$ cat config.mk
export PLATFORM = sky130hd
export DESIGN_NAME = uart_tx_cfg
export DESIGN_NICKNAME = d
export VERILOG_FILES = /design/src/rtl/uart_tx_pkg.sv /design/src/rtl/uart_baud_tick.sv /design/src/rtl/uart_tx_cfg.sv
export SDC_FILE = /design/constraint.sdc
export NUM_CORES = 1
export LEC_CHECK = 0
export ABC_AREA = 0
export BUFFER_PORTS_ARGS = -buffer_cell sky130_fd_sc_hd__buf_4
export CORE_AREA = 2 2 115 73
export DETAILED_ROUTE_END_ITERATION = 16
export DIE_AREA = 0 0 117 75
export HOLD_SLACK_MARGIN = 0.06
export PLACE_DENSITY = 0.71
export SETUP_SLACK_MARGIN = 0.3
export SYNTH_ARGS = -nofsm -noshare
export SYNTH_HDL_FRONTEND = slang
export SYNTH_SLANG_ARGS = --single-unit
$ cat constraint.sdc
create_clock -name clk -period 7.9 [get_ports clk]
set_input_delay 0.79 -clock clk [delete_from_list [all_inputs] [get_ports clk]]
set_output_delay 0.79 -clock clk [all_outputs]
set_load 0.05 [all_outputs]
$ cat src/rtl/uart_tx_pkg.sv
// Shared types and constants for the configurable UART transmitter.
// Latency: n/a (declarations only).
// Backpressure: n/a.
package uart_tx_pkg;

  typedef enum logic [2:0] {
    IDLE,
    START,
    DATA,
    PARITY,
    STOP
  } tx_state_e;

  localparam int   MIN_DATA_LEN = 5;
  localparam logic PAR_EVEN     = 1'b0;
  localparam logic PAR_ODD      = 1'b1;

  // Fold an out-of-range data length into MIN_DATA_LEN..max_len.
  function automatic logic [3:0] clamp_len(input logic [3:0] len, input int max_len);
    if (int'(len) < MIN_DATA_LEN) return 4'(MIN_DATA_LEN);
    if (int'(len) > max_len)      return 4'(max_len);
    return len;
  endfunction

endpackage

$ cat src/rtl/uart_baud_tick.sv
// Bit-period prescaler: pulses tick on the last clk cycle of every bit.
// Latency: tick after max(prescale,1) cycles from clear or the previous tick.
// Backpressure: none; free-running while clear is low.
module uart_baud_tick #(
  parameter int PRESCALE_W = 8
) (
  input  logic                  clk,
  input  logic                  rstn,
  input  logic                  clear,
  input  logic [PRESCALE_W-1:0] prescale,
  output logic                  tick
);

  logic [PRESCALE_W-1:0] cnt;
  logic [PRESCALE_W-1:0] last;

  // A prescale of 0 behaves like 1, so the terminal count is 0 in both cases.
  assign last = (prescale == '0) ? '0 : prescale - PRESCALE_W'(1);
  assign tick = (cnt == last);

  // Count 0..last, wrapping on tick; clear parks the counter at 0 between frames.
  always_ff @(posedge clk or negedge rstn) begin
    if (!rstn) begin
      cnt <= '0;
    end else if (clear || tick) begin
      cnt <= '0;
    end else begin
      cnt <= cnt + PRESCALE_W'(1);
    end
  end

endmodule

$ cat src/rtl/uart_tx_cfg.sv
// UART transmitter with one-entry holding buffer and per-word frame config.
// Latency: start bit on the line one cycle after the word lands in an idle buffer.
// Backpressure: in_ready low while the holding buffer is occupied.
module uart_tx_cfg
  import uart_tx_pkg::*;
#(
  parameter int DATA_WIDTH = 8,
  parameter int PRESCALE_W = 8
) (
  input  logic                  clk,
  input  logic                  rstn,
  input  logic [DATA_WIDTH-1:0] p_data,
  input  logic                  data_valid,
  output logic                  in_ready,
  input  logic [3:0]            data_len,
  input  logic                  par_en,
  input  logic                  par_type,
  input  logic                  stop2,
  input  logic [PRESCALE_W-1:0] prescale,
  output logic                  tx_out,
  output logic                  busy
);

  typedef struct packed {
    logic [DATA_WIDTH-1:0] data;
    logic [3:0]            len;
    logic                  par_en;
    logic                  par_type;
    logic                  stop2;
  } word_t;

  tx_state_e             state;
  logic                  buf_full;
  word_t                 buf_q;
  word_t                 in_word;
  word_t                 next_word;
  logic                  hs;
  logic                  tick;
  logic                  last_stop;
  logic                  start_frame;
  logic                  par_next;

  logic [DATA_WIDTH-1:0] shreg;
  logic [3:0]            bit_cnt;
  logic [3:0]            f_len;
  logic                  f_par_en;
  logic                  f_par;
  logic                  f_stop2;
  logic                  stop_cnt;
  logic [PRESCALE_W-1:0] prs_q;

  assign in_ready = !buf_full;
  assign hs       = data_valid && in_ready;
  assign in_word  = '{data: p_data, len: clamp_len(data_len, DATA_WIDTH),
                      par_en: par_en, par_type: par_type, stop2: stop2};

  // A word arriving on the final stop cycle bypasses the buffer so frames abut.
  assign next_word   = buf_full ? buf_q : in_word;
  assign last_stop   = (state == STOP) && tick && (!f_stop2 || stop_cnt);
  assign start_frame = ((state == IDLE) && buf_full) || (last_stop && (buf_full || hs));

  uart_baud_tick #(.PRESCALE_W(PRESCALE_W)) u_baud (
    .clk      (clk),
    .rstn     (rstn),
    .clear    (state == IDLE),
    .prescale (prs_q),
    .tick     (tick)
  );

  // Parity over the active data bits of the word about to go on the line.
  always_comb begin
    par_next = (next_word.par_type == PAR_ODD);
    for (int i = 0; i < DATA_WIDTH; i++) begin
      if (i < int'(next_word.len)) par_next = par_next ^ next_word.data[i];
    end
  end

  // Holding buffer: fill on handshake, empty when the shifter takes the word.
  always_ff @(posedge clk or negedge rstn) begin
    if (!rstn) begin
      buf_full <= 1'b0;
      buf_q    <= '0;
    end else if (hs && !start_frame) begin
      buf_full <= 1'b1;
      buf_q    <= in_word;
    end else if (start_frame) begin
      buf_full <= 1'b0;
    end
  end

  // Frame FSM with registered line and busy outputs.
  always_ff @(posedge clk or negedge rstn) begin
    if (!rstn) begin
      state    <= IDLE;
      tx_out   <= 1'b1;
      busy     <= 1'b0;
      shreg    <= '0;
      bit_cnt  <= '0;
      f_len    <= '0;
      f_par_en <= 1'b0;
      f_par    <= 1'b0;
      f_stop2  <= 1'b0;
      stop_cnt <= 1'b0;
      prs_q    <= '0;
    end else if (start_frame) begin
      state    <= START;
      tx_out   <= 1'b0;
      busy     <= 1'b1;
      shreg    <= next_word.data;
      bit_cnt  <= '0;
      f_len    <= next_word.len;
      f_par_en <= next_word.par_en;
      f_par    <= par_next;
      f_stop2  <= next_word.stop2;
      stop_cnt <= 1'b0;
      prs_q    <= prescale;
    end else if (tick) begin
      case (state)
        START: begin
          state  <= DATA;
          tx_out <= shreg[0];
        end
        DATA: begin
          if (bit_cnt == f_len - 4'd1) begin
            if (f_par_en) begin
              state  <= PARITY;
              tx_out <= f_par;
            end else begin
              state  <= STOP;
              tx_out <= 1'b1;
            end
          end else begin
            bit_cnt <= bit_cnt + 4'd1;
            shreg   <= shreg >> 1;
            tx_out  <= shreg[1];
          end
        end
        PARITY: begin
          state  <= STOP;
          tx_out <= 1'b1;
        end
        STOP: begin
          if (f_stop2 && !stop_cnt) begin
            stop_cnt <= 1'b1;
          end else begin
            state <= IDLE;
            busy  <= 1'b0;
          end
        end
        default: ;
      endcase
    end
  end

endmodule

# Word level (Yosys, flattened, before mapping)
# Index checks and enable logic that the tools add are counted.
# Widths: inputs -> output; s select.
# totals
mem_bits_ro,0
inputBits,26
output_inout_bits,3
word_cells,126
ff_bits,57
latch_bits,0
memories,0
mem_bits_rw,0
# op_classes
bitwise_logic,8
order_cmp,10
n_mux,47
n_mul,0
shifts,0
n_reduce_logical,29
div,0
add_sub_neg,4
n_eq_ne,10
# ops
operator,n
$mux 8,6
$mux 4,8
$mux 1,25
$lt 3x4->1 const A,4
$mux 15,1
$mux 3,5
$pmux 3 s4,1
$reduce_bool 2->1,5
$reduce_and 3->1,3
$add 8x1->8 const B,1
$eq 8x8->1,1
$logic_not 8->1,1
$lt 1x4->1 const A,2
$lt 2x4->1 const A,2
$sub 8x1->8 const B,1
$xor 1x1->1,8
$logic_and 1x1->1,7
$eq 3x2->1 const B,2
$ne 3x3->1 const B,2
$reduce_bool 5->1,1
$add 4x1->4 const B,1
$eq 4x4->1,1
$gt 4x4->1 const B,1
$logic_not 1->1,4
11 further kinds,15

# Longest topological paths before layout
# Gate-level depths: netlist (run 1).
# logic_depth
word_depth,22
ltp_mapped,11
ltp_nobuf,9

# By module
# A second synthesis (run 1) with hierarchy kept.
# hier_totals
hier_cells,350
hier_area_um2,3422.0
# modules_own_cells
mod,area_per_inst_um2,instances,seq_area_each_um2,cells_per_inst
uart_tx_cfg,2671.3,1,1227.4,266
uart_baud_tick,750.7,1,200.2,84

# Worst setup path before layout (run 1)
# OpenSTA, ideal clock, no wires.
# synth_timing
path_kind,reg2reg
startpoint,register prs_q[2]
endpoint,register buf_q[10] (netlist bit)
required_ns,7.775
setup_slack_ns,5.120
setup_time_ns,0.125
path_buffers,2
stages_incl_launch_ff,10
t_arrival_ns,2.655
synth_period_minus_slack_ns,2.780
cell_sequence,dfrtp_1 > buf_6 > or4_4 > or4_1 > nand2_1 > xnor2_1 > nand4_4 > o211ai_4 > buf_8 > mux2_4
# synth_via
elab_chain_cells,9
word_cells_on_any_way,10
cone_classes,add/sub: 1; eq/ne: 1; mux: 1; reduce/logical: 7
# synth_lines
element,line,rtl
"start, declared",uart_tx_cfg.sv:50,logic [PRESCALE_W-1:0] prs_q;
"start signal, assigned",uart_tx_cfg.sv:116,prs_q <= prescale;
$sub 8x1->8 / $logic_not 8->1 (equally long branches),uart_baud_tick.sv:18,assign last = (prescale == '0) ? '0 : prescale - PRESCALE_W'(1);
$mux 8 *,uart_baud_tick.sv:18,
$eq 8x8->1 *,uart_baud_tick.sv:19,assign tick = (cnt == last);
$logic_and 1x1->1 * (2 in series),uart_tx_cfg.sv:59,assign last_stop = (state == STOP) && tick && (!f_stop2 || stop_cnt);
$logic_and 1x1->1 *,uart_tx_cfg.sv:60,assign start_frame = ((state == IDLE) && buf_full) || (last_stop && (buf_full || hs));
$logic_or 1x1->1 *,uart_tx_cfg.sv:60,
$logic_not 1->1 *,uart_tx_cfg.sv:83,end else if (hs && !start_frame) begin
$logic_and 1x1->1 *,uart_tx_cfg.sv:83,
"end signal, assigned",uart_tx_cfg.sv:85,buf_q <= in_word;
"end, declared",uart_tx_cfg.sv:34,word_t buf_q;
# Every way passes the cells marked *; elsewhere a longest branch is shown, timed or not.
# A chain may end at the register's enable or synchronous reset.

# Worst setup path after layout (run 1)
# layout_timing
startpoint,register prs_q[0]
endpoint,register prs_q[0]
# layout_via
elab_chain_cells,7
word_cells_on_any_way,8
cone_classes,add/sub: 1; eq/ne: 1; mux: 1; reduce/logical: 5
# layout_lines
element,line
$sub 8x1->8 / $logic_not 8->1 (equally long branches),uart_baud_tick.sv:18
$mux 8 *,uart_baud_tick.sv:18
$eq 8x8->1 *,uart_baud_tick.sv:19
$logic_and 1x1->1 * (2 in series),uart_tx_cfg.sv:59
$logic_and 1x1->1 *,uart_tx_cfg.sv:60
$logic_or 1x1->1 *,uart_tx_cfg.sv:60
# Marks and branches as above.

==> flow_results.xml, run 1 <==
<?xml version="1.0" encoding="UTF-8"?>
<metrics>
  <group name="die">
    <metric name="floorplan.core_area" unit="µm²">7664</metric>
    <metric name="fp-row-count" unit="">25</metric>
    <metric name="dieArea" unit="µm²">8775</metric>
    <metric name="top_level_pins" unit="">29</metric>
    <metric name="die_x" unit="µm">117</metric>
    <metric name="initial_utilization" unit="%">47.87</metric>
    <metric name="fp.dieH" unit="µm">75</metric>
  </group>
  <group name="grt">
    <metric name="antenna_found_initial" unit="">0</metric>
    <metric name="overflow" unit="">0</metric>
    <metric name="global_route.usage.total" unit="%">21.46</metric>
    <metric name="grt_max_degree" unit="">58</metric>
    <metric name="first_global_vias" unit="">2687</metric>
    <metric name="global_route_wire_length_before_repair" unit="µm">13930</metric>
  </group>
  <group name="detailed_routing">
    <metric name="dr.first_iter.drc_count" unit="">221</metric>
    <metric name="drt_drc_violations_left" unit="">0</metric>
    <metric name="wl_per_cell" unit="µm">16.90</metric>
    <metric name="ant_nets" unit="">0</metric>
    <metric name="detail_route.first_pass.iterations" unit="">4</metric>
    <metric name="route.final.wire_length" unit="µm">8397</metric>
    <metric name="routed_via_density" unit="">5.728</metric>
    <metric name="detailroute.via_count" unit="">2847</metric>
  </group>
  <group name="setup_path">
    <metric name="sort_of_element_at_the_end_of_the_critical_path" unit="">flop</metric>
    <metric name="cpLargestDelayFamily" unit="">compound AO/OA/AOI/OAI gates</metric>
    <metric name="crit_path_max_incr_delay" unit="ns">1.06</metric>
    <metric name="crit_path_cell_trace" unit="">inv_1 -&gt; ha_1 -&gt; nor3b_1 -&gt; and2_1 -&gt; o21ai_2 -&gt; a2111oi_4 -&gt; nand4_4 -&gt; a21oi_2 -&gt; mux2_2</metric>
    <metric name="r2r_setup_slack" unit="ns">4.09</metric>
    <metric name="critPathMaxFanout" unit="">23</metric>
    <metric name="slowest_stage" unit="">a21oi_2</metric>
    <metric name="crit_type" unit="">reg -&gt; reg</metric>
    <metric name="worstSetupStartpointType" unit="">flop</metric>
    <metric name="crit_buf_inv" unit="">1</metric>
    <metric name="timing.critical_path.arrival" unit="ns">4.02</metric>
    <metric name="cp.required" unit="ns">8.11</metric>
  </group>
  <group name="logic_synthesis">
    <metric name="synth_top_family_by_area" unit="">compound AO/OA/AOI/OAI gates</metric>
    <metric name="async_reset_ff_share" unit="%">100.0</metric>
    <metric name="synth_enable_flop_cells" unit="">0</metric>
    <metric name="synth_compound_area_share" unit="%">16.75</metric>
    <metric name="synth_seq_area_share" unit="%">38.92</metric>
    <metric name="syn_inst" unit="">367</metric>
    <metric name="synthXorXnorAreaFrac" unit="%">6.105</metric>
    <metric name="synth-main-ff-cell" unit="">dfrtp_1</metric>
    <metric name="synth_cell_types" unit="">69</metric>
    <metric name="ys_warn_count" unit="">0</metric>
    <metric name="post_synth_fa_ha_maj_area_fraction" unit="%">1.705</metric>
    <metric name="synth_simple_gate_area_share" unit="%">16.44</metric>
    <metric name="synth_top_cells_by_area" unit="">dfrtp_1 (38%), mux2_2 (5.2%), mux2i_1 (3.8%)</metric>
    <metric name="syn_nets" unit="">398</metric>
    <metric name="synth_top_area_cell" unit="">dfrtp_1</metric>
    <metric name="netlist_area_before_placement" unit="µm²">3669</metric>
    <metric name="synth-seq-cells" unit="">57</metric>
    <metric name="multiplexer_fraction_of_the_synthesized_cell_area" unit="%">14.56</metric>
    <metric name="synth_largest_type_area_fraction" unit="%">38.20</metric>
    <metric name="avgSynthCellArea" unit="µm²">9.996</metric>
  </group>
  <group name="clock_tree">
    <metric name="clock_tree.htree_level_count" unit="">3</metric>
    <metric name="cts.sink_count" unit="">57</metric>
    <metric name="clkLatencyLatePin" unit="ns">0.33</metric>
    <metric name="post_cts_resized" unit="">0</metric>
    <metric name="cts_hold_repair.buffers" unit="">0</metric>
    <metric name="clkSlewWorstSetupHoldPaths" unit="ns">0.05</metric>
    <metric name="cts_setup_buffers" unit="">0</metric>
    <metric name="number_of_clock_buffers_inserted_by_tritoncts" unit="">9</metric>
    <metric name="cts_tree" unit="">done</metric>
    <metric name="root_buffer" unit="">clkbuf_16</metric>
    <metric name="clk_path_buf_depth" unit="">2</metric>
  </group>
  <group name="placement">
    <metric name="place_congestion" unit="">0.8628</metric>
    <metric name="post-dp-hpwl" unit="µm">5961</metric>
    <metric name="numPortBuffers" unit="">28</metric>
    <metric name="dpl.cell_count" unit="">482</metric>
  </group>
  <group name="hold_path">
    <metric name="hold_class" unit="">reg -&gt; reg</metric>
  </group>
  <group name="finish">
    <metric name="num-nets-final" unit="">416</metric>
    <metric name="antenna-diode-count" unit="">0</metric>
    <metric name="multi_input_comb_area" unit="µm²">2038</metric>
    <metric name="layout.area.seq" unit="µm²">1428</metric>
    <metric name="nFillCells" unit="">695</metric>
    <metric name="stdcell_count" unit="">497</metric>
    <metric name="area_growth" unit="%">13.54</metric>
    <metric name="fin_util" unit="%">54.35</metric>
    <metric name="layout_cell_share_with_drive_strength_beyond_1" unit="%">22.37</metric>
  </group>
  <group name="sta">
    <metric name="fin_tns_setup" unit="ns">0</metric>
    <metric name="relSlewSlack" unit="%">19.59</metric>
    <metric name="clock_skew" unit="ns">0.005328</metric>
    <metric name="final_period_minus_worst_setup_slack" unit="ns">3.810</metric>
    <metric name="grt_setup_unrepaired" unit="">false</metric>
    <metric name="post-route-period-util" unit="%">48.23</metric>
    <metric name="count_of_endpoints_failing_setup_in_the_final_report" unit="">0</metric>
    <metric name="drv_slew" unit="">0</metric>
    <metric name="worst_pin_slew" unit="ns">1.206</metric>
    <metric name="final_hold_viol_count" unit="">0</metric>
    <metric name="max_clock_freq" unit="MHz">262.5</metric>
  </group>
  <group name="run_status">
    <metric name="outcome" unit="">completed</metric>
  </group>
  <group name="job">
    <metric name="timing.max_cap.violations" unit="">0</metric>
  </group>
  <group name="power">
    <metric name="max-vdd-ir-drop" unit="mV">0.1389</metric>
    <metric name="p_leak" unit="nW">1.910</metric>
    <metric name="pwr_density_cell" unit="nW/µm²">174.5</metric>
  </group>
</metrics>
==> placed cells by master, fill, tap and decap left out, types with 2 or more instances in the layout <==
cell type	n
o311ai_0	2
dfrtp_1	56
mux2_4	9
a21o_1	2
xnor2_1	13
inv_1	17
nand3b_1	4
nor2b_1	3
nor3b_1	6
clkbuf_16	9
and3_1	2
mux2_2	17
a22oi_1	2
nand3_1	10
a31oi_1	2
nand2b_1	4
or2_2	2
mux2i_1	14
nor2_1	29
clkbuf_8	3
o211ai_1	6
and2_1	3
or4_1	2
mux2_1	6
xor2_1	10
a211o_1	2
a21oi_1	22
o21ai_0	18
buf_4	29
ha_1	5
nor3_1	9
a22o_1	2
o31ai_1	2
a221oi_1	6
nand2_1	26
==> stage by stage <==
stage | setup WS (ns) | total power [mW] | hold WS [ns] | area, µm²
2_1_floorplan | 5.120 | 0.3396 | 0.4482 | 3669
3_3_place_gp | 4.202 | 0.3633 | 0.4683 | 3882
3_5_place_dp | 4.102 | 0.3651 | 0.4743 | 3882
4_1_cts | 4.098 | 0.7333 | 0.4858 | 4165
5_1_grt | 3.768 | 0.7530 | 0.4972 | 4165
6_report | 4.090 | 0.7266 | 0.4875 | 4165
==> state kept, by name, summed over array words and instances (netlist names) <==
signal and flops:
busy 1, u_baud.cnt 8, f_stop2 1, buf_full 1, shreg 8, f_len 4, f_par 1, buf_q 15
stop_cnt 1, prs_q 8, f_par_en 1, tx_out 1, bit_cnt 4, state 3
==> worst reg2reg max path, delay by kind of cell (launching register included) <==
family,cells,cell delay (ns)
and+or+nand+nor,3,1.06
buffers and inverters,1,0.10
AOI/OAI and AO/OA,3,1.52
DFF,1,0.43
muxes,1,0.44
adders and majority gates,1,0.16
==> layout make-up <==
cell class	count	area share, %
timing repair buffer	29	5.227
sequential	57	34.27
clock inverter	2	0.3004
multi-input combinational	271	48.93
tap	108	3.244
clock buffer	13	6.488
inverter	17	1.532
==> worst paths after layout <==
path                            startpoint            end  cells past startpoint
min in group asynchronous             rstn  u_baud.cnt[2]                      1
worst min-delay path                 f_par          f_par                      1
max in group asynchronous             rstn       f_len[3]                      1
worst min register to register       f_par          f_par                      1
worst max-delay path              prs_q[0]       prs_q[0]                      9
worst max register to register    prs_q[0]       prs_q[0]                      9
==> cell usage after synthesis (3+ instances only) <==
master	instances
clkbuf_1	9
mux2_2	17
a21oi_1	22
buf_6	5
nor3_1	9
xor2_1	10
inv_1	17
a221oi_1	6
mux2_1	6
nor2b_1	3
buf_2	6
nand2_1	26
xnor2_1	13
nor3b_1	6
dfrtp_1	56
and2_1	3
o211ai_1	6
o21ai_0	18
nand3_1	10
nor2_1	29
mux2i_1	14
nand2b_1	4
mux2_4	9
ha_1	5
nand3b_1	4
==> per-layer routing <==
layer	up-vias	part of all wire (%)	wire length, µm	GRT usage [%]
met3	10	5.4	452	6.522
met5	-	0	0	0
li1	1363	-	-	-
met1	1395	54	4497	33.13
met4	0	1.1	95	6.275
met2	79	40	3352	28.58
==> where the power goes <==
group	total [mW]	switching (mW)	leakage, nW	internal [mW]
clock network	0.366	0.131	0.138	0.235
registers	0.304	0.00523	0.683	0.299
logic	0.0563	0.0262	1.09	0.0301
total	0.727	0.162	1.91	0.564
==> kinds of logic (layout without fill, tap and decap cells) <==
family | count (synthesis) | count (layout)
muxes | 46 | 46
AOI/OAI and AO/OA | 85 | 85
DFF | 57 | 57
adders and majority gates | 5 | 5
buffers and inverters | 39 | 61
xor gates and xnor gates | 24 | 24
and+or+nand+nor | 111 | 111
(Power assumes the default switching activity.)
==> run 2, diff against run 1 <==
- ABC_AREA: 0 -> 1
- CORE_AREA: 2 2 115 73 -> 2 2 111 70
- DIE_AREA: 0 0 117 75 -> 0 0 113 72
- clock period: 7.9 -> 3.54 ns (I/O delays scaled with it)
==> flow_results.xml, run 2 <==
<?xml version="1.0" encoding="UTF-8"?>
<metrics>
  <group name="detailed_routing">
    <metric name="detail_route.first_pass.iterations" unit="">11</metric>
    <metric name="detailroute.via_count" unit="">2988</metric>
    <metric name="dr.first_iter.drc_count" unit="">195</metric>
    <metric name="ant_nets" unit="">0</metric>
    <metric name="wl_per_cell" unit="µm">13.23</metric>
    <metric name="drt_drc_violations_left" unit="">1</metric>
    <metric name="route.final.wire_length" unit="µm">7778</metric>
    <metric name="routed_via_density" unit="">5.082</metric>
  </group>
  <group name="grt">
    <metric name="overflow" unit="">0</metric>
    <metric name="grt_util_met2" unit="%">26.95</metric>
    <metric name="global_route_wire_length_before_repair" unit="µm">13250</metric>
    <metric name="grt_max_degree" unit="">58</metric>
    <metric name="antenna_found_initial" unit="">0</metric>
    <metric name="grt-busiest-layer" unit="">met1</metric>
    <metric name="grt_use_met1" unit="%">34.23</metric>
    <metric name="global_route.usage.total" unit="%">20.89</metric>
    <metric name="first_global_vias" unit="">2679</metric>
    <metric name="global_route.usage.met3" unit="%">4.595</metric>
  </group>
  <group name="placement">
    <metric name="place_congestion" unit="">0.8293</metric>
    <metric name="place_worst_setup_slack" unit="ns">1.006</metric>
    <metric name="numPortBuffers" unit="">28</metric>
    <metric name="post-dp-hpwl" unit="µm">5683</metric>
  </group>
  <group name="power">
    <metric name="pwr_density_cell" unit="nW/µm²">968.6</metric>
    <metric name="max-vdd-ir-drop" unit="mV">0.4340</metric>
    <metric name="design_power_total" unit="mW">3.807</metric>
    <metric name="p_leak" unit="nW">2.071</metric>
  </group>
  <group name="clock_tree">
    <metric name="post_cts_resized" unit="">0</metric>
    <metric name="clkSlewWorstSetupHoldPaths" unit="ns">0.05</metric>
    <metric name="clkLatencyLatePin" unit="ns">0.33</metric>
    <metric name="clk_path_buf_depth" unit="">2</metric>
    <metric name="number_of_clock_buffers_inserted_by_tritoncts" unit="">9</metric>
    <metric name="cts_hold_repair.buffers" unit="">0</metric>
    <metric name="cts_setup_buffers" unit="">0</metric>
    <metric name="cts_tree" unit="">done</metric>
    <metric name="cts.sink_count" unit="">57</metric>
    <metric name="clock_tree.htree_level_count" unit="">3</metric>
    <metric name="root_buffer" unit="">clkbuf_16</metric>
  </group>
  <group name="logic_synthesis">
    <metric name="synth_largest_type_area_fraction" unit="%">41.12</metric>
    <metric name="ys_warn_count" unit="">0</metric>
    <metric name="async_reset_ff_share" unit="%">100.0</metric>
    <metric name="netlist_area_before_placement" unit="µm²">3408</metric>
    <metric name="synth_top_area_cell" unit="">dfrtp_1</metric>
    <metric name="synth_commonest_cells" unit="">nand2_1 (148), dfrtp_1 (56), inv_1 (55), nand3_1 (48), nor2_1 (32)</metric>
    <metric name="synth_enable_flop_cells" unit="">0</metric>
    <metric name="synthMostInstantiatedCell" unit="">nand2_1</metric>
    <metric name="avgSynthCellArea" unit="µm²">7.345</metric>
    <metric name="synth-seq-cells" unit="">57</metric>
    <metric name="syn_nets" unit="">495</metric>
    <metric name="synth_seq_area_share" unit="%">41.89</metric>
    <metric name="syn_inst" unit="">464</metric>
    <metric name="synth_top_cells_by_area" unit="">dfrtp_1 (41%), nand2_1 (16%), nand3_1 (7.0%)</metric>
    <metric name="synth_cell_types" unit="">34</metric>
    <metric name="synth-main-ff-cell" unit="">dfrtp_1</metric>
  </group>
  <group name="sta">
    <metric name="clock_skew" unit="ns">0.003160</metric>
    <metric name="worst_pin_slew" unit="ns">0.8326</metric>
    <metric name="layout_setup_ws" unit="ns">0.9826</metric>
    <metric name="fin_tns_setup" unit="ns">0</metric>
    <metric name="relSlewSlack" unit="%">44.49</metric>
    <metric name="drv_slew" unit="">0</metric>
    <metric name="final_hold_viol_count" unit="">0</metric>
    <metric name="grt_setup_unrepaired" unit="">false</metric>
    <metric name="max_clock_freq" unit="MHz">391.0</metric>
    <metric name="final_period_minus_worst_setup_slack" unit="ns">2.557</metric>
    <metric name="post-route-period-util" unit="%">72.24</metric>
    <metric name="count_of_endpoints_failing_setup_in_the_final_report" unit="">0</metric>
  </group>
  <group name="finish">
    <metric name="area_growth" unit="%">15.31</metric>
    <metric name="mostFrequentLayoutCells" unit="">nand2_1 (148), dfrtp_1 (56), inv_1 (55)</metric>
    <metric name="antenna-diode-count" unit="">0</metric>
    <metric name="max_reg_flops" unit="">15</metric>
    <metric name="reg_with_most_ffs" unit="">buf_q</metric>
    <metric name="layout_commonest_cell" unit="">nand2_1</metric>
    <metric name="layout_cell_share_with_drive_strength_beyond_1" unit="%">12.68</metric>
    <metric name="num-nets-final" unit="">523</metric>
  </group>
  <group name="setup_path">
    <metric name="worstSetupStartpointType" unit="">flop</metric>
    <metric name="cp.required" unit="ns">3.76</metric>
    <metric name="critPathMaxFanout" unit="">23</metric>
    <metric name="timing.critical_path.arrival" unit="ns">2.77</metric>
    <metric name="sort_of_element_at_the_end_of_the_critical_path" unit="">flop</metric>
    <metric name="timing.reg2reg.worst_path_depth" unit="">13</metric>
    <metric name="crit_type" unit="">reg -&gt; reg</metric>
  </group>
  <group name="run_status">
    <metric name="outcome" unit="">finished, violations left</metric>
    <metric name="violated_checks" unit="">DRC</metric>
  </group>
  <group name="die">
    <metric name="initial_utilization" unit="%">48.09</metric>
    <metric name="fp-row-count" unit="">24</metric>
    <metric name="fp.dieH" unit="µm">72</metric>
    <metric name="die_x" unit="µm">113</metric>
    <metric name="dieArea" unit="µm²">8136</metric>
    <metric name="top_level_pins" unit="">29</metric>
    <metric name="floorplan.core_area" unit="µm²">7087</metric>
  </group>
  <group name="job">
    <metric name="timing.max_cap.violations" unit="">0</metric>
  </group>
  <group name="hold_path">
    <metric name="hold_class" unit="">in -&gt; async</metric>
  </group>
</metrics>
-- run 2: cell count changes in the layout (fill, tap and decap cells not counted), sizes merged, moves of 8 or more --
| cell | change |
|---|---|
| a21oi | -15 |
| nand3 | +38 |
| mux2i | -8 |
| nand4 | +8 |
| xnor2 | -9 |
| nand2 | +128 |
| mux2 | -32 |
| o21ai | +22 |
| inv | +43 |
-- run 2: final timing paths --
kind / start / end / slack (ns)
hold / removal: rstn / u_baud.cnt[1] / 0.08
min in group clk: data_len[3] / buf_q[5] / 0.23
hold reg to reg: busy / busy / 0.47
setup / recovery: buf_full / f_par / 0.98
setup reg to reg: buf_full / f_par / 0.98
max in group asynchronous: rstn / busy / 2.97
-- run 2: layout make-up --
cell class              instances  area (µm²)
inverters                      60       227.7
clock inverters                 4       45.04
repair buffers                 29       217.7
fillers                       665        3157
well taps                      91       113.9
multi-input cells             335        1652
flip-flops and latches         57        1428
clock buffers                  12       246.5
-- run 2: cell families (layout without fill, tap and decap cells) --
group                    Yosys count  after routing  share of synthesized area [%]
AND/OR/NAND/NOR                  261            261                          34.07
adder cells (fa/ha/maj)            5              5                          1.836
flip-flops                        57             57                          41.89
XOR/XNOR                          11             11                          2.827
multiplexers                       6              6                          1.762
buffers and inverters             72            105                          9.654
AO/OA/AOI/OAI                     52             52                          7.967
-- run 2: layer usage --
layer / up-vias / routed length (µm)
li1: 1537 / -
met1: 1371 / 4394
met2: 72 / 2933
met3: 8 / 372
met4: 0 / 77
met5: - / 0
-- run 2: stage by stage --
| step | instance area, µm² | utilization, % | hold slack (ns) | instances |
|---|---|---|---|---|
| after floorplan | 3408 | - | 0.05841 | 464 |
| after global placement | 3638 | 51.34 | 0.4531 | 572 |
| after detailed placement | 3638 | 51.34 | 0.4576 | 572 |
| after CTS | 3930 | 55.46 | 0.1204 | 588 |
| after global routing | 3930 | 55.46 | 0.1623 | 588 |
| final | 3930 | 55.46 | 0.08115 | 588 |
-- run 2: report_power, final --
part / leakage (nW) / switching [mW] / total, mW / internal (mW)
registers: 0.726 / 0.211 / 1.12 / 0.912
logic: 1.20 / 1.21 / 1.83 / 0.625
clock network: 0.146 / 0.290 / 0.850 / 0.560
-- run 2: critical path, stage by stage (launching register included) --
cell and delay, ns:
dfrtp_1 0.88, inv_1 0.30, nand2_1 0.17, o21ai_0 0.12
inv_1 0.14, nand2_1 0.10, o21ai_0 0.22, nand3_1 0.14
nand2_1 0.09, nand2_1 0.06, nand2_1 0.05, nand2_1 0.04
nand3_1 0.07, nand2_1 0.05
==> run 3, diff against run 2 <==
- clock period: 3.54 -> 2.45 ns (I/O delays scaled with it)
==> flow_results.xml, run 3 (same netlist as run 2, synthesis figures left out) <==
<?xml version="1.0" encoding="UTF-8"?>
<metrics>
  <group name="run_status">
    <metric name="outcome" unit="">finished, violations left</metric>
    <metric name="violated_checks" unit="">DRC</metric>
  </group>
  <group name="detailed_routing">
    <metric name="routed_via_density" unit="">5.302</metric>
    <metric name="detail_route.first_pass.iterations" unit="">11</metric>
    <metric name="route.final.wire_length" unit="µm">9652</metric>
    <metric name="wl_per_cell" unit="µm">15.75</metric>
    <metric name="drt_drc_violations_left" unit="">1</metric>
    <metric name="ant_nets" unit="">0</metric>
    <metric name="dr.first_iter.drc_count" unit="">263</metric>
    <metric name="detailroute.via_count" unit="">3250</metric>
  </group>
  <group name="grt">
    <metric name="overflow" unit="">0</metric>
    <metric name="global_route.usage.total" unit="%">23.56</metric>
    <metric name="antenna_found_initial" unit="">0</metric>
    <metric name="global_route_wire_length_before_repair" unit="µm">14750</metric>
    <metric name="first_global_vias" unit="">2949</metric>
    <metric name="grt_max_degree" unit="">58</metric>
  </group>
  <group name="sta">
    <metric name="drv_slew" unit="">0</metric>
    <metric name="relSlewSlack" unit="%">50.12</metric>
    <metric name="final_period_minus_worst_setup_slack" unit="ns">2.250</metric>
    <metric name="grt_setup_unrepaired" unit="">true</metric>
    <metric name="count_of_endpoints_failing_setup_in_the_final_report" unit="">0</metric>
    <metric name="worst_pin_slew" unit="ns">0.7481</metric>
    <metric name="max_clock_freq" unit="MHz">444.4</metric>
    <metric name="clock_skew" unit="ns">0.009984</metric>
    <metric name="post-route-period-util" unit="%">91.85</metric>
    <metric name="layout_setup_ws" unit="ns">0.1996</metric>
    <metric name="final_hold_viol_count" unit="">0</metric>
  </group>
  <group name="finish">
    <metric name="stdcell_count" unit="">613</metric>
    <metric name="stdcell_area" unit="µm²">4412</metric>
    <metric name="max_reg_flops" unit="">15</metric>
    <metric name="reg_with_most_ffs" unit="">buf_q</metric>
    <metric name="layout_commonest_cell" unit="">nand2_1</metric>
    <metric name="num-nets-final" unit="">548</metric>
    <metric name="antenna-diode-count" unit="">0</metric>
    <metric name="mostFrequentLayoutCells" unit="">nand2_1 (134), dfrtp_1 (56), inv_1 (52)</metric>
    <metric name="layout_cell_share_with_drive_strength_beyond_1" unit="%">22.80</metric>
    <metric name="area_growth" unit="%">29.44</metric>
  </group>
  <group name="die">
    <metric name="initial_utilization" unit="%">48.09</metric>
    <metric name="floorplan.core_area" unit="µm²">7087</metric>
    <metric name="top_level_pins" unit="">29</metric>
    <metric name="dieArea" unit="µm²">8136</metric>
    <metric name="fp.dieH" unit="µm">72</metric>
    <metric name="die_x" unit="µm">113</metric>
    <metric name="fp-row-count" unit="">24</metric>
  </group>
  <group name="clock_tree">
    <metric name="root_buffer" unit="">clkbuf_16</metric>
    <metric name="clock_tree.htree_level_count" unit="">3</metric>
    <metric name="cts_tree" unit="">done</metric>
    <metric name="number_of_clock_buffers_inserted_by_tritoncts" unit="">9</metric>
    <metric name="clk_path_buf_depth" unit="">2</metric>
    <metric name="clkSlewWorstSetupHoldPaths" unit="ns">0.05</metric>
    <metric name="clkLatencyLatePin" unit="ns">0.34</metric>
    <metric name="cts.sink_count" unit="">57</metric>
  </group>
  <group name="placement">
    <metric name="numPortBuffers" unit="">28</metric>
    <metric name="dpl.cell_count" unit="">577</metric>
    <metric name="post-dp-hpwl" unit="µm">6035</metric>
    <metric name="place_worst_setup_slack" unit="ns">-0.03005</metric>
    <metric name="place_congestion" unit="">0.9229</metric>
    <metric name="placed_area" unit="µm²">3676</metric>
  </group>
  <group name="setup_path">
    <metric name="sort_of_element_at_the_end_of_the_critical_path" unit="">flop</metric>
    <metric name="critPathMaxFanout" unit="">13</metric>
    <metric name="setup.worst_path.start" unit="">prs_q[0]</metric>
    <metric name="cp.required" unit="ns">2.69</metric>
    <metric name="crit_type" unit="">reg -&gt; reg</metric>
    <metric name="worstReg2RegStart" unit="">prs_q[0]</metric>
    <metric name="timing.critical_path.arrival" unit="ns">2.49</metric>
    <metric name="worstSetupStartpointType" unit="">flop</metric>
  </group>
  <group name="power">
    <metric name="design_power_total" unit="mW">6.536</metric>
    <metric name="power.switching_fraction" unit="%">47.58</metric>
    <metric name="p_int" unit="mW">3.426</metric>
    <metric name="power.switching" unit="mW">3.110</metric>
    <metric name="p_leak" unit="nW">2.224</metric>
    <metric name="power.share.sequential" unit="%">24.8</metric>
    <metric name="power.share.clock" unit="%">19.0</metric>
    <metric name="pwr_density_cell" unit="nW/µm²">1482</metric>
    <metric name="max-vdd-ir-drop" unit="mV">0.8764</metric>
    <metric name="comb_power_share" unit="%">56.3</metric>
  </group>
  <group name="hold_path">
    <metric name="hold_class" unit="">in -&gt; reg</metric>
    <metric name="hold_start" unit="">prescale[3]</metric>
  </group>
  <group name="job">
    <metric name="timing.max_cap.violations" unit="">0</metric>
  </group>
</metrics>
==> run 3: cell types whose count changed in the layout (fill, tap and decap cells not counted), moves of 5 or more <==
cell	previous run	this run
buf_4	29	39
nand2_1	148	134
nand2_2	2	13
nand2_8	1	8
nand3_1	48	39
nand3_2	1	7
o21ai_0	28	22
o21ai_1	14	19
==> run 3: repair_timing <==
| action | 4_1_cts | 5_1_grt |
|---|---|---|
| cloned | 4 | 4 |
| endpoints found under the setup margin | 47 | 56 |
| hold buffers | 1 | 0 |
| gates resized for setup | 13 | 56 |
| hold endpoints to repair | 56 | 0 |
| pin swaps | 4 | 13 |
| setup buffers | 7 | 4 |
==> run 3: path summary, 6_finish.rpt <==
kind	end	depth (start not counted)	slack, ns
max reg2reg	prs_q[0]	14	0.20
min in group asynchronous	u_baud.cnt[3]	2	0.52
min reg2reg	tx_out	2	0.47
max	prs_q[0]	14	0.20
min	prs_q[3]	3	0.11
max in group asynchronous	bit_cnt[3]	2	1.44
==> run 3: layout make-up <==
| cell class | count | area [µm²] |
|---|---|---|
| Fill cell | 616 | 2675 |
| Multi-Input combinational cell | 342 | 1951 |
| Sequential cell | 57 | 1428 |
| Timing Repair Buffer | 46 | 377.9 |
| Clock buffer | 13 | 250.2 |
| Inverter | 60 | 242.7 |
| Tap cell | 91 | 113.9 |
| Clock inverter | 3 | 40.04 |
| Timing Repair inverter | 1 | 8.758 |
==> run 3: layer usage <==
layer | global-route usage, % | up-vias | share of wire, %
met3 | 8.187 | 17 | 9.2
met5 | 0 | - | 0
met1 | 36.43 | 1513 | 48
li1 | - | 1592 | -
met2 | 31.14 | 128 | 41
met4 | 5.827 | 0 | 1.1
==> run 3: power by group through the flow <==
| stage | sequential, mW | combinational, mW | clock, mW |
|---|---|---|---|
| after floorplan | 1.57 | 2.16 | 0 |
| after global placement | 1.59 | 2.68 | 0 |
| after detailed placement | 1.59 | 2.75 | 0 |
| after CTS | 1.59 | 3.04 | 1.26 |
| after global routing | 1.66 | 4.06 | 1.30 |
| final | 1.62 | 3.68 | 1.24 |
==> run 3: through the flow <==
stage	setup TNS (ns)	hold slack (ns)	util, %
global route	0	0.1160	62.25
global placement	0	0.3523	51.87
finish	0	0.1054	62.25
floorplan	0	-0.05059	-
CTS	0	0.1057	58.03
detailed placement	-0.03005	0.3584	51.87
==> run 3: critical path, stage by stage, from the launching register on <==
cell     delay [ns]
dfrtp_1        0.39
inv_2          0.12
ha_4           0.15
nand2_4        0.05
nor2_4         0.18
nand2_2        0.15
nand4_1        0.12
nand2_1        0.06
nor2_1         0.17
nand3_4        0.15
nand2_8        0.14
nand2_8        0.15
inv_12         0.13
nand2_1        0.07
o21ai_0        0.10
